File: src/rtl/store_buffer.sv
// Posted-write store buffer: in-order FIFO of core stores draining to a slow
// memory over a req/ack port, with youngest-match forwarding to core loads.
module store_buffer #(
  parameter int DEPTH = 4
) (
  input  logic                     clk,
  input  logic                     reset,
  input  logic                     strobe,
  input  logic                     mem_rw,
  input  logic [31:0]              d_addr,
  input  logic [31:0]              d_wdata,
  output logic [31:0]              d_rdata,
  output logic [31:0]              rd_addr,
  input  logic [31:0]              rd_data,
  output logic                     wr_req,
  output logic [31:0]              wr_addr,
  output logic [31:0]              wr_data,
  input  logic                     wr_ack,
  output logic                     empty,
  output logic                     full,
  output logic [$clog2(DEPTH):0]   level,
  output logic                     overflow
);
  localparam int PW = $clog2(DEPTH);
  localparam int LW = PW + 1;

  logic [31:0]   addr_q [DEPTH];
  logic [31:0]   data_q [DEPTH];
  logic [PW-1:0] head, tail;
  logic [LW-1:0] level_q;
  logic          ovf_q;
  logic          push, pop, drop;
  logic [PW-1:0] fwd_idx;

  assign empty    = (level_q == '0);
  assign full     = (level_q == LW'(DEPTH));
  assign level    = level_q;
  assign overflow = ovf_q;
  assign wr_req   = !empty;
  assign wr_addr  = addr_q[head];
  assign wr_data  = data_q[head];
  assign rd_addr  = d_addr;

  // A pop in the same cycle frees the slot, so a full buffer still accepts.
  assign pop  = wr_req & wr_ack;
  assign push = strobe & mem_rw & (!full | pop);
  assign drop = strobe & mem_rw & full & !pop;

  // Entry storage; validity is tracked by level, so no reset needed here.
  always_ff @(posedge clk) begin
    if (!reset && push) begin
      addr_q[tail] <= d_addr;
      data_q[tail] <= d_wdata;
    end
  end

  // Pointers, occupancy and sticky overflow.
  always_ff @(posedge clk) begin
    if (reset) begin
      head    <= '0;
      tail    <= '0;
      level_q <= '0;
      ovf_q   <= 1'b0;
    end else begin
      if (push) tail <= tail + 1'b1;
      if (pop)  head <= head + 1'b1;
      case ({push, pop})
        2'b10:   level_q <= level_q + 1'b1;
        2'b01:   level_q <= level_q - 1'b1;
        default: level_q <= level_q;
      endcase
      if (drop) ovf_q <= 1'b1;
    end
  end

  // Load forwarding: walk oldest to youngest over valid entries, last match wins.
  always_comb begin
    d_rdata = rd_data;
    fwd_idx = head;
    if (strobe && !mem_rw) begin
      for (int i = 0; i < DEPTH; i++) begin
        fwd_idx = head + PW'(i);
        if (i < int'(level_q) && addr_q[fwd_idx] == d_addr)
          d_rdata = data_q[fwd_idx];
      end
    end
  end

endmodule

File: config.mk
export PLATFORM = sky130hd
export DESIGN_NAME = store_buffer
export DESIGN_NICKNAME = d
export VERILOG_FILES = /design/src/rtl/store_buffer.sv
export SDC_FILE = /design/constraint.sdc
export NUM_CORES = 1
export LEC_CHECK = 0
export ABC_CLOCK_PERIOD_IN_PS = 7350
export BUFFER_PORTS_ARGS = -buffer_cell sky130_fd_sc_hd__buf_2
export CAP_MARGIN = 20
export CORE_UTILIZATION = 55
export DETAILED_ROUTE_END_ITERATION = 6
export GPL_TIMING_DRIVEN = 1
export PLACE_DENSITY = 0.86
export SYNTH_ARGS = -nofsm -noshare
export SYNTH_HDL_FRONTEND = slang
export SYNTH_SLANG_ARGS = --single-unit
export TNS_END_PERCENT = 100
File: constraint.sdc
create_clock -name clk -period 7.35 [get_ports clk]
set_input_delay 1.47 -clock clk [delete_from_list [all_inputs] [get_ports clk]]
set_output_delay 1.47 -clock clk [all_outputs]
set_load 0.005 [all_outputs]
# ---- Yosys cells after proc, flatten, opt, wreduce, memory -nomap -nowiden
# Memory sizes are Yosys's and may differ from the RTL's. A register that Yosys moved wholly into a read port is not among the register bits.
# Index checks and enable logic that the tools add are counted.
dict set report op_classes {
  bitwise 6
  n_reduce_logical 13
  n_lt_le_gt_ge 4
  mux 12
  addsub 6
  n_eq_ne 7
}
# op n
set op_table {}
lappend op_table {{$mux W32} 5}
lappend op_table {{$eq A32 B32 Y1} 4}
lappend op_table {{$mux W2} 4}
lappend op_table {{$logic_and A1 B1 Y1} 6}
lappend op_table {{$lt A1 B3 Y1 const A} 2}
lappend op_table {{$lt A2 B3 Y1 const A} 2}
lappend op_table {{$pmux W3 S2} 1}
lappend op_table {{$and A1 B1 Y1} 5}
lappend op_table {{$logic_not A1 Y1} 5}
lappend op_table {{$add A2 B1 Y2 const B} 2}
lappend op_table {{$add A2 B2 Y2 const B} 2}
lappend op_table {{$add A3 B1 Y3 const B} 1}
lappend op_table {{$eq A3 B3 Y1 const B} 1}
lappend op_table {{$logic_not A3 Y1} 1}
lappend op_table {{$sub A3 B1 Y3 const B} 1}
lappend op_table {{$eq A2 B1 Y1 const B} 1}
lappend op_table {{$eq A2 B2 Y1 const B} 1}
lappend op_table {{$mux W1} 2}
lappend op_table {{$reduce_bool A2 Y1} 1}
lappend op_table {{$or A1 B1 Y1} 1}
dict set report totals {
  n_memories 2
  word_cells 54
  mem_bits_rw 256
  inputBits 101
  output_inout_bits 135
  reg_bits 8
}
# name words width rd rd_ports_with_merged_regs write_ports line
set mem_list {}
lappend mem_list {addr_q 4 32 4 1 1 27} ;# logic [31:0] addr_q [DEPTH];
lappend mem_list {data_q 4 32 4 1 1 28} ;# logic [31:0] data_q [DEPTH];

# ---- Longest topological paths before layout
# Gate-level depths: netlist of run 1.
dict set report depth {
  word_depth 8
  mapped_depth 15
  depth_no_buf 9
}

# ---- Worst setup path after synthesis of run 1
# No wires, ideal clock.
dict set report synth_timing {
  path_type {input to output}
  startpoint {in d_addr[18]}
  endpoint {out d_rdata[25]}
  stages 9
  t_required_ns 5.880
  t_arrival_ns 3.665
  setup_slack_ns 2.215
  path_buffers 2
  path_cell_list {clkbuf_1 -> xnor2_1 -> nand2_1 -> or4_1 -> or3_4 -> or3_1 -> buf_6 -> o21ai_0 -> o32ai_1}
}
dict set report synth_via {
  elab_chain_len 7
  elab_cells_between_ends 13
  classes_between {eq/ne (4); mux (5); reduce/logical (4)}
}
# item line
set synth_lines {}
lappend synth_lines {{from (decl)} 10} ;# input logic [31:0] d_addr,
lappend synth_lines {{$eq A32 B32 Y1} 83} ;# if (i < int'(level_q) && addr_q[fwd_idx] == d_addr)
lappend synth_lines {{$logic_and A1 B1 Y1} 83}
lappend synth_lines {{$mux W32 (3 in a row)} 83}
lappend synth_lines {{$mux W32 (*)} 83}
lappend synth_lines {{$mux W32 (*)} 80} ;# if (strobe && !mem_rw) begin
lappend synth_lines {{to (decl)} 12} ;# output logic [31:0] d_rdata,
# Mark *: on every way between the ends. The rest lies on a longest branch, timed or not.

# ---- Worst setup path in the final report of run 1
dict set report layout_timing {
  startpoint {reg head[0]}
  endpoint {out d_rdata[30]}
}
dict set report layout_via {
  elab_chain_len 8
  elab_cells_between_ends 15
  classes_between {add/sub (3); eq/ne (3); mux (4); reduce/logical (3); memory (2)}
}
# item line
set layout_lines {}
lappend layout_lines {{from (decl)} 29} ;# logic [PW-1:0] head, tail;
lappend layout_lines {{from (signal assigned)} 66} ;# if (pop) head <= head + 1'b1;
lappend layout_lines {{$add A2 B1 Y2} 82} ;# fwd_idx = head + PW'(i);
lappend layout_lines {{$mem_v2 Z4 W32} -}
lappend layout_lines {{$eq A32 B32 Y1} 83}
lappend layout_lines {{$logic_and A1 B1 Y1} 83}
lappend layout_lines {{$mux W32 (2 in a row)} 83}
lappend layout_lines {{$mux W32 (*)} 83}
lappend layout_lines {{$mux W32 (*)} 80}
# Marked as above.

==> results of run 1 <==
metrics by stage:
stage / utilization / hold slack [ns] / instance area (um^2) / worst slack (ns)
after floorplan: - / 0.461 / 18700 / 2.22
after global placement: 0.587 / 0.451 / 19600 / 1.55
after detailed placement: 0.587 / 0.454 / 19600 / 1.47
after CTS: 0.617 / 0.468 / 20600 / 0.869
after global routing: 0.618 / 0.521 / 20700 / 0.611
final: 0.618 / 0.470 / 20700 / 0.810
Yosys cell counts (4+ instances only):
master	count
a21oi_1	11
buf_6	11
nand2_1	18
nand3_1	6
nor4_1	13
mux4_1	14
nand2b_1	6
o21ai_1	25
a211oi_1	5
a22oi_1	7
buf_2	27
mux4_4	4
xnor2_1	73
dlygate4sd1_1	5
o2111ai_1	4
o21ai_0	12
clkbuf_1	44
mux2_2	100
o22ai_1	38
mux4_2	146
and3_1	28
edfxtp_1	256
buf_1	12
mux2i_1	63
xor2_1	46
inv_1	14
nand4_1	15
dfxtp_1	10
buf_4	39
and2_1	7
nor2_1	240
nor3_1	66
buf_12	5
ha_1	8
o221ai_1	6
nor2b_1	5
o32ai_1	32
clkbuf_2	4
layout make-up:
class	count	area, um^2	area share
inverters	16	60.1	0.00290
multi-input cells	1036	9730	0.470
clock inverters	14	210	0.0102
well taps	448	561	0.0271
clock buffers	37	785	0.0379
repair buffers	261	1420	0.0685
diodes	7	17.5	0.000847
flip-flops and latches	266	7900	0.382
power by group through the flow:
stage | clock network, W | registers (W) | logic (W)
2_1_floorplan | 0 | 0.00176 | 0.00114
3_3_place_gp | 0 | 0.00185 | 0.00141
3_5_place_dp | 0 | 0.00186 | 0.00144
4_1_cts | 0.00152 | 0.00183 | 0.00145
5_1_grt | 0.00157 | 0.00184 | 0.00157
6_report | 0.00151 | 0.00183 | 0.00148
cells in the final DEF (no fill, tap or decap), types with 18 or more instances in the layout:
cell	instances
and3_1	28
buf_2	235
buf_4	23
clkbuf_16	28
edfxtp_1	256
mux2_2	100
mux2i_1	63
mux4_2	146
nand2_1	18
nor2_1	239
nor3_1	66
o21ai_1	25
o22ai_1	38
o32ai_1	32
xnor2_1	73
xor2_1	46
layer usage:
metal,wire (um),vias to the layer above,track usage
met5,8,-,0
met4,1690,2,0.0882
met3,6140,136,0.0596
met2,25300,991,0.503
met1,17800,6901,0.374
li1,-,6011,-
path summary, 6_finish.rpt:
path | from | endpoint | slack, ns | depth (start not counted)
worst max register to register | level[0]$_SDFFE_PP0P_ | addr_q[1][6]$_DFFE_PP_ | 4.21 | 7
worst max-delay path | head[0]$_SDFFE_PP0P_ | d_rdata[30] | 0.81 | 12
worst min-delay path | overflow$_SDFFE_PP0P_ | overflow$_SDFFE_PP0P_ | 0.47 | 2
worst min register to register | overflow$_SDFFE_PP0P_ | overflow$_SDFFE_PP0P_ | 0.47 | 2
sequential cells by signal, summed over array words and instances, names as in the netlist, named ones only:
| register | count |
|---|---|
| addr_q | 128 |
| data_q | 128 |
| head | 2 |
| level | 3 |
| overflow | 1 |
| tail | 2 |
critical path, cell delays in order (launching register included):
cell,delay [ns]
dfxtp_4,0.89
buf_4,0.39
mux4_2,0.54
xor2_1,0.33
nor4_1,0.13
nand4_1,0.15
nor4_4,0.06
buf_4,0.25
nor2_2,0.70
buf_4,0.36
o221ai_1,0.14
o31ai_1,0.32
buf_2,0.17
logic make-up (layout without fill, tap and decap cells):
| logic type | after synthesis | count (layout) | share of synthesized area |
|---|---|---|---|
| compound gates | 162 | 162 | 0.0601 |
| simple gates | 420 | 420 | 0.104 |
| mux | 327 | 327 | 0.296 |
| buf+inv | 170 | 328 | 0.0566 |
| xor+xnor | 119 | 119 | 0.0559 |
| other cells | 0 | 7 | 0 |
| flops | 266 | 266 | 0.423 |
| fa+ha+maj | 8 | 8 | 0.00537 |
==> metrics.csv, run 1 <==
stage;metric;value;unit
yosys;syn_area;18700;um^2
yosys;ys_async_sr_fraction;0;
final_layout;synthToLayoutAreaGrowth;10.9;%
floorplanning;rows;67;
clocking;root_buffer;clkbuf_16;
sta;hold_viol;0;
setup_path;timing.critical_path.required;5.88;ns
clocking;cts.path.max_buffers;3;
setup_path;critical_path_class;reg -> out;
sta;fin_setup_tns;0;ns
clocking;clkTransAtPathRegs;0.06;ns
sta;slew_viol_final;0;
sta;worst_slew_pin_slew;1.06;ns
yosys;synth.distinct_cells;71;
power;p_int;0.00335;W
yosys;yosysSeqAreaShare;0.423;
route;finalWirelength;51000;um
sta;setup_viol;0;
status;violations;design-rule violations;
global_route;antenna_found_initial;7;
job;cap_violations;0;
sta;rsz0062_at_grt;false;
global_route;grtUsageTotal;0.293;
power;ir_worst_vdd;0.218;mV
yosys;synth.area.top_cells;edfxtp_1, mux4_2, mux2_2;
setup_path;startpoint_type;flip-flop;
global_route;grt-ovfl-total;0;
yosys;synthCells;1472;
sta;period_minus_slack;6.54;ns
setup_path;cp.arrival;5.07;ns
final_layout;nets;1718;
sta;max_freq;0.153;GHz
yosys;synth_area_leader_cell;edfxtp_1;
route;via_per_inst;6.73;
power;p_clk_frac;0.314;
clocking;htreeDepth;1;
route;vias;14000;
worst_hold_path;hp-class;reg -> reg;
placement;dp.cells;2026;
clocking;cts_made_buffers;28;
yosys;synth_flop_cell;edfxtp_1;
final_layout;drive_above_1_share;0.355;
placement;portBuffers;235;
route;wire_per_inst;24.5;um
route;dr.pass1.iters;7;
route;drt_iter0_markers;1791;
power;switching_power;0.00147;W
yosys;syn-num-nets;1581;
floorplanning;core-area;33400;um^2
floorplanning;die_w;186;um
power;seq_power_share;0.379;
power;pwr_density_cell;233;nW/um^2
yosys;avgSynthCellArea;12.7;um^2
final_layout;fillCellCount;2471;
global_route;grt_max_degree;76;
yosys;yosysWarnings;0;
floorplanning;design.die.area;34700;um^2
global_route;grt_pass1_wl;77000;um
floorplanning;start_util;0.558;
clocking;hold_buffers;0;
setup_path;worstPathMaxFanout;51;
yosys;netlist.area_leader.share;0.412;
yosys;ys_ff_latch;266;
sta;max_slew_margin;0.287;
sta;post-route-period-util;0.890;
clocking;tritoncts;yes;
clocking;clk_latency;0.56;ns
route;drtAntennaViolNets;0;
global_route;grt_pass1_vias;13300;
yosys;synth_edf_count;256;
clocking;cts_resized;0;
route;drc_errors;8;
power;total_power;0.00481;W
final_layout;stdcell_count;2085;
clocking;cts_setup_buffers;0;
power;netSwitchingFraction;0.304;
status;status;finished with violations;
power;p_leak;7.06;nW
placement;dp_hpwl;33400;um
placement;gp_congestion;0.929;
clocking;clock_sinks;266;
setup_path;endpoint_kind;primary output;
sta;worst_clock_skew;0.00957;ns
power;comb_power_share;0.306;
floorplanning;ios;236;
floorplanning;dieHeight;186;um
(Power assumes the default switching activity.)
==> inputs of run 2 (changes only) <==
==> constraint.sdc (replaced) <==
create_clock -name clk -period 7.35 [get_ports clk]
set_input_delay 0.735 -clock clk [delete_from_list [all_inputs] [get_ports clk]]
set_output_delay 0.735 -clock clk [all_outputs]
set_load 0.005 [all_outputs]
==> run 2 against run 1 <==
  * The run now ends clean
  * Utilization shrank 0.21 points
  * Die area stayed put
  * First-iteration DRC count fell by 14%
  * Setup slack improved by 0.24 ns
  * Sequential power barely moved
  * Sequential share of layout area increased by 0.13 points
  * Non-clock buffer count down 3
  * Design area decreased by 0.33%
  * Critical endpoint is now d_rdata[3]
  * Largest power group unchanged
==> metrics.csv, run 2 (synthesis gave the netlist of run 1 again) <==
stage;metric;value;unit;change
clocking;cts_resized;0;;unchanged
clocking;clk_latency;0.58;ns;+0.02 ns
clocking;cts_made_buffers;30;;+7.1%
power;p_clk_frac;0.313;;about the same
setup_path;startpoint_type;flip-flop;;
setup_path;critical_path_class;reg -> out;;
route;finalWirelength;51200;um;+0.37%
sta;slew_viol_final;0;;unchanged
sta;setup_viol;0;;unchanged
power;p_int;0.00329;W;-1.8%
setup_path;rr_endpoint;addr_q[2][30]$_DFFE_PP_;;
setup_path;endpoint;d_rdata[3];;
placement;dp_hpwl;33800;um;+1.1%
clocking;cts_setup_buffers;0;;unchanged
route;vias;14100;;+0.38%
global_route;grtUsageTotal;0.292;;-0.000428
sta;hold_viol;0;;unchanged
floorplanning;ios;236;;unchanged
final_layout;synthToLayoutAreaGrowth;10.5;%;
sta;period_minus_slack;6.30;ns;-0.240 ns
setup_path;cpMostUsedCell;buf_4;;
placement;gp_congestion;0.936;;+0.79%
route;wire_per_inst;24.5;um;+0.27%
power;switching_power;0.00147;W;+0.53%
final_layout;final_util;0.616;;-0.00206
route;drtAntennaViolNets;0;;unchanged
status;status;finished, final reports clean;;
power;netSwitchingFraction;0.309;;+0.00497
clocking;tritoncts;yes;;
final_layout;final_cell_mix;edfxtp_1, nor2_1, buf_2, mux4_2, mux2_2;;
floorplanning;dieHeight;186;um;unchanged
setup_path;cp_top_family;simple AND/OR/NAND/NOR gates;;
clocking;clkTransAtPathRegs;0.06;ns;about the same
setup_path;reg2regPathDepth;7;;unchanged
sta;fin_setup_tns;0;ns;unchanged
setup_path;reg2reg_from;level[0]$_SDFFE_PP0P_;;
global_route;grt_pass1_wl;76800;um;-0.29%
final_layout;final_common_cell;edfxtp_1;;
global_route;grt-ovfl-total;0;;unchanged
route;dr.pass1.iters;6;;-1
global_route;antenna_found_initial;8;;+1
placement;dpl_cell_area;19600;um^2;-0.19%
setup_path;cp.arrival;5.56;ns;+0.49 ns
setup_path;crit_path_start;head[1]$_SDFFE_PP0P_;;
floorplanning;die_w;186;um;unchanged
floorplanning;design.die.area;34700;um^2;unchanged
job;cap_violations;0;;unchanged
clocking;cts.path.max_buffers;3;;unchanged
sta;post-route-period-util;0.857;;-0.0327
setup_path;cp.buffers_inverters;3;;-1
route;drt_iter0_markers;1548;;-14%
setup_path;critical_path_depth;11;;-1
power;comb_power_share;0.305;;about the same
sta;max_freq;0.159;GHz;+3.8%
power;seq_power_share;0.382;;+0.003
sta;worst_clock_skew;0.0447;ns;+0.0352 ns
final_layout;drive_above_1_share;0.352;;-0.00227
setup_path;slowest_delay;0.78;ns;-0.11 ns
setup_path;endpoint_kind;primary output;;
final_layout;stdcell_area;20600;um^2;-0.33%
power;p_leak;7.03;nW;-0.46%
power;ir_worst_vdd;0.211;mV;-3.4%
sta;worst_hold_slack;0.367;ns;-0.103 ns
sta;worst_slew_pin_slew;1.01;ns;-0.0521 ns
floorplanning;start_util;0.558;;unchanged
floorplanning;core-area;33400;um^2;unchanged
sta;rsz0062_at_grt;false;;
clocking;htreeDepth;1;;unchanged
sta;max_slew_margin;0.329;;+0.0422
setup_path;worstPathMaxFanout;67;;+31%
clocking;clock_sinks;266;;unchanged
setup_path;r2r_slack;4.18;ns;-0.03 ns
final_layout;fillCellCount;2487;;+0.65%
floorplanning;rows;67;;unchanged
setup_path;crit_slowest_cell;dfxtp_4;;
global_route;grt_max_degree;75;;-1.3%
clocking;root_buffer;clkbuf_16;;
power;pwr_density_cell;231;nW/um^2;-0.76%
setup_path;crit_chain;buf_4 -> mux4_2 -> xnor2_1 -> o2111ai_1 -> nor4_1 -> nand4_1 -> buf_4 -> or2_2 -> o22ai_1 -> o32ai_1 -> buf_2;;
worst_hold_path;hp-class;in -> reg;;
route;drc_errors;0;;-8
placement;portBuffers;235;;unchanged
clocking;hold_buffers;0;;unchanged
final_layout;nets;1717;;-0.058%
global_route;grt_pass1_vias;13500;;+1.2%
route;via_per_inst;6.75;;+0.28%
setup_path;timing.critical_path.required;6.61;ns;+0.73 ns
[run 2: cell types whose count changed in the layout (fill, tap and decap cells not counted), sizes merged]
cell,delta
clkinv,+6
buf,-3
bufinv,-2
clkinvlp,+1
[run 2: through the flow]
| stage | std cells | worst slack [ns] | total power, W |
|---|---|---|---|
| 6_report | 2087 | 1.05 | 0.00476 |
| 4_1_cts | 2079 | 1.16 | 0.00476 |
| 3_3_place_gp | 2023 | 1.95 | 0.00324 |
| 5_1_grt | 2083 | 0.815 | 0.00494 |
| 3_5_place_dp | 2023 | 1.84 | 0.00328 |
| 2_1_floorplan | 1472 | 3.55 | 0.00290 |
[run 2: area by class of cell]
class                      count  area [um^2]  share of cell area
inverter                      16         60.1             0.00291
multi-input combinational   1036         9720               0.472
clock buffer                  37          798              0.0387
tap                          448          561              0.0272
timing repair buffer         258         1370              0.0664
clock inverter                19          178             0.00862
sequential                   266         7900               0.383
antenna                        7         17.5            0.000850
[run 2: per-layer routing]
metal  part of all wire  up-vias  wire (um)  track usage
met3               0.11      147       5870       0.0695
met2               0.48      969      24600        0.480
met1               0.36     6959      18600        0.370
li1                   -     6015          -            -
met5            0.00051        -         26            0
met4              0.040        4       2040        0.130
[run 2: how the worst min path moves through the flow]
stage / startpoint / endpoint / depth (start not counted)
after floorplan: overflow$_SDFFE_PP0P_ / overflow$_SDFFE_PP0P_ / 2
after CTS: d_wdata[23] / data_q[1][23]$_DFFE_PP_ / 1
final: d_wdata[27] / data_q[1][27]$_DFFE_PP_ / 1
after global placement: overflow$_SDFFE_PP0P_ / overflow$_SDFFE_PP0P_ / 2
after detailed placement: overflow$_SDFFE_PP0P_ / overflow$_SDFFE_PP0P_ / 2
after global routing: d_wdata[0] / data_q[1][0]$_DFFE_PP_ / 1
[run 2: power groups by stage]
stage | sequential [W] | clock (W) | combinational, W
detailed placement | 0.00185 | 0 | 0.00143
global placement | 0.00184 | 0 | 0.00140
CTS | 0.00182 | 0.00150 | 0.00144
floorplan | 0.00176 | 0 | 0.00114
global route | 0.00183 | 0.00156 | 0.00156
finish | 0.00182 | 0.00149 | 0.00145
